--- config.mk ---
export PLATFORM = sky130hd
export DESIGN_NAME = cfg_loader
export DESIGN_NICKNAME = d
export VERILOG_FILES = /design/src/rtl/cfg_loader.sv
export SDC_FILE = /design/constraint.sdc
export NUM_CORES = 1
export LEC_CHECK = 0
export ABC_AREA = 1
export BUFFER_PORTS_ARGS = -buffer_cell sky130_fd_sc_hd__buf_4
export CAP_MARGIN = 20
export CORE_MARGIN = 4
export CORE_UTILIZATION = 57
export CTS_CLUSTER_DIAMETER = 80
export DETAILED_ROUTE_END_ITERATION = 6
export GPL_ROUTABILITY_DRIVEN = 0
export MAX_ROUTING_LAYER = met4
export PLACE_DENSITY = 0.89
export SLEW_MARGIN = 40
export SYNTH_ARGS = -nofsm -noshare
export SYNTH_HDL_FRONTEND = slang
export SYNTH_SLANG_ARGS = --single-unit
--- constraint.sdc ---
create_clock -name clk -period 1.7 [get_ports clk]
set_input_delay 0.085 -clock clk [delete_from_list [all_inputs] [get_ports clk]]
set_output_delay 0.085 -clock clk [all_outputs]
set_load 0.01 [all_outputs]
--- src/rtl/cfg_loader.sv ---
// Configuration chain loader: serialises words LSB-first into a fabric shift chain,
// then strobes cfg_cset and waits (with timeout) for its echo from the chain end.
module cfg_loader #(
  parameter int WORD_W     = 32,
  parameter int CHAIN_LEN  = 4096,
  parameter int SET_CYCLES = 2,
  parameter int TIMEOUT    = 16
) (
  input  logic              clk,
  input  logic              rst,
  input  logic              start,
  input  logic              abort,
  input  logic [WORD_W-1:0] word_data,
  input  logic              word_valid,
  output logic              word_ready,
  output logic              cfg_cen,
  output logic              cfg_shift,
  output logic              cfg_cset,
  input  logic              cfg_cset_ret,
  output logic              busy,
  output logic              done,
  output logic              err
);

  localparam int BL_W = $clog2(CHAIN_LEN + 1);
  localparam int WC_W = $clog2(WORD_W + 1);
  localparam int TO_W = (TIMEOUT > 0) ? $clog2(TIMEOUT + 1) : 1;
  localparam int SC_W = $clog2(SET_CYCLES + 1);

  typedef enum logic [2:0] {
    S_IDLE     = 3'd0,
    S_LOAD     = 3'd1,
    S_SHIFT    = 3'd2,
    S_SET      = 3'd3,
    S_WAIT_RET = 3'd4,
    S_DONE     = 3'd5
  } state_t;

  state_t            state_q, state_d;
  logic [BL_W-1:0]   bits_left_q, bits_left_d;
  logic [WC_W-1:0]   wcnt_q, wcnt_d;
  logic [TO_W-1:0]   tmo_q, tmo_d;
  logic [SC_W-1:0]   set_cnt_q, set_cnt_d;
  logic [WORD_W-1:0] shreg_q, shreg_d;
  logic              err_q, err_d;
  logic              seen_q, seen_d;
  logic [31:0]       bits_left_ext;

  assign bits_left_ext = 32'(bits_left_q);

  // Next-state and datapath update.
  always_comb begin
    state_d     = state_q;
    bits_left_d = bits_left_q;
    wcnt_d      = wcnt_q;
    tmo_d       = tmo_q;
    set_cnt_d   = set_cnt_q;
    shreg_d     = shreg_q;
    err_d       = err_q;
    seen_d      = seen_q;

    if (cfg_cset_ret && (state_q == S_SET || state_q == S_WAIT_RET)) begin
      seen_d = 1'b1;
    end else begin
      seen_d = seen_d;
    end

    case (state_q)
      S_IDLE: begin
        if (start) begin
          state_d     = S_LOAD;
          err_d       = 1'b0;
          seen_d      = 1'b0;
          bits_left_d = BL_W'(CHAIN_LEN);
        end else begin
          state_d = S_IDLE;
        end
      end
      S_LOAD: begin
        if (word_valid) begin
          shreg_d = word_data;
          // The final word may be only partly used; its upper bits never leave shreg.
          wcnt_d  = (bits_left_ext < 32'(WORD_W)) ? WC_W'(bits_left_q) : WC_W'(WORD_W);
          state_d = S_SHIFT;
        end else begin
          state_d = S_LOAD;
        end
      end
      S_SHIFT: begin
        shreg_d     = shreg_q >> 1;
        wcnt_d      = wcnt_q - WC_W'(1);
        bits_left_d = bits_left_q - BL_W'(1);
        if (bits_left_q == BL_W'(1)) begin
          state_d   = S_SET;
          set_cnt_d = '0;
        end else if (wcnt_q == WC_W'(1)) begin
          state_d = S_LOAD;
        end else begin
          state_d = S_SHIFT;
        end
      end
      S_SET: begin
        if (set_cnt_q == SC_W'(SET_CYCLES - 1)) begin
          state_d = S_WAIT_RET;
          tmo_d   = '0;
        end else begin
          set_cnt_d = set_cnt_q + SC_W'(1);
        end
      end
      S_WAIT_RET: begin
        if (seen_q || cfg_cset_ret) begin
          state_d = S_DONE;
        end else if (tmo_q == TO_W'(TIMEOUT)) begin
          err_d   = 1'b1;
          state_d = S_DONE;
        end else begin
          tmo_d = tmo_q + TO_W'(1);
        end
      end
      S_DONE: begin
        state_d = S_IDLE;
      end
      default: begin
        state_d = S_IDLE;
      end
    endcase

    // Abort wins over every other transition and leaves err untouched.
    if (abort && state_q != S_IDLE) begin
      state_d = S_IDLE;
      err_d   = err_q;
    end else begin
      state_d = state_d;
    end
  end

  // State and datapath registers.
  always_ff @(posedge clk or negedge rst) begin
    if (!rst) begin
      state_q     <= S_IDLE;
      bits_left_q <= '0;
      wcnt_q      <= '0;
      tmo_q       <= '0;
      set_cnt_q   <= '0;
      shreg_q     <= '0;
      err_q       <= 1'b0;
      seen_q      <= 1'b0;
    end else begin
      state_q     <= state_d;
      bits_left_q <= bits_left_d;
      wcnt_q      <= wcnt_d;
      tmo_q       <= tmo_d;
      set_cnt_q   <= set_cnt_d;
      shreg_q     <= shreg_d;
      err_q       <= err_d;
      seen_q      <= seen_d;
    end
  end

  assign word_ready = (state_q == S_LOAD);
  assign cfg_cen    = (state_q == S_SHIFT);
  assign cfg_shift  = cfg_cen & shreg_q[0];
  assign cfg_cset   = (state_q == S_SET);
  assign busy       = (state_q != S_IDLE);
  assign done       = (state_q == S_DONE);
  assign err        = err_q;

endmodule
==> key figures <==
Outcome
  • Status: finished clean

Die
  • Initial core utilization: 0.604
  • Rows: 26
  • Placeable core area: 5240 um^2
  • DIE HEIGHT: 82.5 um
  • DIE AREA: between 6000 and 7000 um^2
  • Die width: 82.5 um
  • Top-Level Pins: 45

Logic synthesis
  • Synth top area share: 0.499
  • Most common cell in the netlist: nor2_1
  • EDFF count, synth: 0
  • Average cell area after synthesis: a little under 8 um^2
  • Netlist cell types: 25
  • Largest area contributor in the netlist: dfrtp_1
  • Synth top area cells: dfrtp_1 (50%), nor2_1 (11%), nand2_1 (9.1%)
  • Top FF cell, synth: dfrtp_1
  • Register area share after synthesis: 0.499
  • Async set-reset flop share out of synthesis: 1.00
  • Post-Syn Area: approximately 3200 um^2
  • Post-Syn Nets: between 400 and 500
  • Ys Warns: 0
  • Most frequent cells after synthesis: nor2_1 (95), nand2_1 (77), dfrtp_1 (63)
  • #FFs+latches synth: 63
  • Post-synthesis instance total: slightly below 400

Pwr
  • Pleak: 1.89 nW
  • Power Total: between 6 and 7 mW
  • Sw Ratio: 0.419
  • Cell-internal power: 3.87 mW
  • Psw: 2.79 mW
  • Clock share of power: 0.189
  • Comb pwr share: 0.422
  • VDD IR max: between 0.9 and 1 mV
  • Power Dens Cells: ~1700 nW/um^2
  • Reg power frac: 0.389

Detailed routing
  • Iter 0 DRT Violations: 209
  • Via density: about 5.4
  • DR pass1 iterations: 5
  • Final wirelength: 7440 um
  • DR WL/cell: 13.9 um
  • DRT antenna net count: 0
  • Via count: roughly 2900
  • Drt drc: 0

STA
  • Layout Skew: just under 0.008 ns
  • Tcrit/Tclk final: 0.945
  • Worst-margin pin slew: approximately 0.55 ns
  • Fin crit period: 1.61 ns
  • Endpoints failing setup: 0
  • Slew HR: 0.631
  • Unrepaired setup endpoints after global routing: false
  • Hold Vio Cnt, Final: 0
  • Max-slew violations: 0
  • Max Freq: 0.622 GHz
  • Final setup TNS: 0 ns

Placement
  • Inst Count DP: 506
  • Port bufs: 44
  • Hpwl dp: 4820 um

Setup path
  • Worst path cell trace: inv_4 > nand2_1 > nor2_4 > buf_4 > buf_4
  • R2R setup slack: around 0.17 ns
  • Top cell family by delay on the critical path: buffers and inverters
  • Crit-path max FO: 11
  • Crit path buf inv count: 3
  • CP Capture Type: output pin
  • Largest stage delay, worst path: about 0.42 ns
  • Worst Path Required: ~1.6 ns
  • Most frequent CP cell: buf_4
  • CP arrival: roughly 1.5 ns
  • Critical Path Start Type: flip-flop
  • Crit path kind: reg2out
  • Slowest CP cell: dfrtp_1

Global route
  • Largest net degree at the start of global routing: 64
  • Initial antenna violation count: 0
  • First-pass GRT wire length: 12200 um
  • Global Route Usage Sum: 0.246
  • Vias in the first global route: 2744
  • GRT overflow: 0

Finish
  • Final core utilization: 0.747
  • Layout overhead on the synthesized area: 23.8%
  • Non-filler cells, final: about 540
  • Fillers: about 350
  • Inserted Diodes: 0
  • Layout Nets: about 500
  • Layout cells sized above 1: 0.173

Clock network
  • CTS Buffer Depth: 2
  • Clock transition at the register clock pins on the worst setup and hold paths after CTS: 0.07 ns
  • CTS Sinks: 63
  • Clock Root Buffer: clkbuf_8
  • H-tree lvl count: 3
  • CTS tree: built
  • Inserted Clock Buffers: 9
  • Clk_lat worst skew: about 0.35 ns

Worst hold path
  • Min-Delay Path Class: in2reg

Run
  • Max Cap Viol: 0
## power groups by stage
stage               logic [mW]  registers, mW  clock network [mW]
finish                    2.81           2.59                1.26
global route              3.19           2.67                1.35
CTS                       2.68           2.57                1.26
floorplan                 2.03           2.48                   0
global placement          2.53           2.55                   0
detailed placement        2.64           2.59                   0
## per-layer routing
layer  share of wire  GRT usage
met5               0          -
met4           0.012     0.0880
met3           0.052     0.0542
met2            0.51      0.382
met1            0.43      0.319
## worst min-delay path, stage by stage
cell     delay (ns)
buf_4          0.08
o22ai_1        0.06
nor2_1         0.08
## placed cells by master (no fill, tap or decap), types with 3 or more instances in the layout
cell           netlist  routed
a21oi_1              3       3
buf_4                6      53
clkbuf_8             0       9
clkinvlp_4           0       3
dfrtp_1             63      63
dlygate4sd3_1        0      12
ha_1                 7       7
inv_1               30      30
nand2_1             77      77
nand3_1             31      31
nor2_1              95      95
nor2_4               3       3
o21ai_0             23      23
o22ai_1             32      32
## registers in the layout, summed over array words and instances, names as in the netlist
register,count
wcnt_q,6
bits_left_q,13
tmo_q,5
shreg_q,32
seen_q,1
err,1
set_cnt_q,2
state_q,3
## cell type report
cell class / instances / area, um^2 / share of cell area
Sequential cell: 63 / 1580 / 0.403
Multi-Input combinational cell: 290 / 1400 / 0.357
Timing Repair Buffer: 67 / 544 / 0.139
Clock buffer: 9 / 124 / 0.0316
Inverter: 32 / 123 / 0.0313
Tap cell: 70 / 87.6 / 0.0224
Clock inverter: 6 / 62.6 / 0.0160
## logic make-up (layout without fill, tap and decap cells)
group / after synthesis / in the layout / share of synthesized area
AO/OA/AOI/OAI: 61 / 61 / 0.111
adder cells (fa/ha/maj): 7 / 7 / 0.0277
AND/OR/NAND/NOR: 220 / 220 / 0.296
XOR/XNOR: 2 / 2 / 0.00554
flip-flops: 63 / 63 / 0.499
buffers and inverters: 45 / 114 / 0.0617
## what timing repair did
item / in CTS / in global routing
buffers inserted: 0 / 4
hold buffers: 10 / 2
hold endpoints to repair: 72 / 2
resized for setup: 0 / 4
setup endpoints to repair: 0 / 2
## worst paths after layout
check                             startpoint               to  cells past startpoint
worst max-delay path              state_q[2]          cfg_cen                      5
worst min-delay path            word_data[3]       shreg_q[3]                      3
worst max register to register    state_q[2]  bits_left_q[10]                      9
worst min register to register   shreg_q[31]      shreg_q[31]                      2
max in group asynchronous                rst   bits_left_q[7]                      2
min in group asynchronous                rst      shreg_q[19]                      2
## metrics by stage
| stage | worst slack, ns | hold slack (ns) | area, um^2 |
|---|---|---|---|
| 2_1_floorplan | 0.356 | -0.211 | 3160 |
| 3_3_place_gp | 0.297 | 0.213 | 3560 |
| 3_5_place_dp | 0.245 | 0.210 | 3560 |
| 4_1_cts | 0.0142 | 0.000979 | 3840 |
| 5_1_grt | 0.00741 | 0.00300 | 3920 |
| 6_report | 0.0933 | 0.000746 | 3920 |
(Power assumes the default switching activity.)
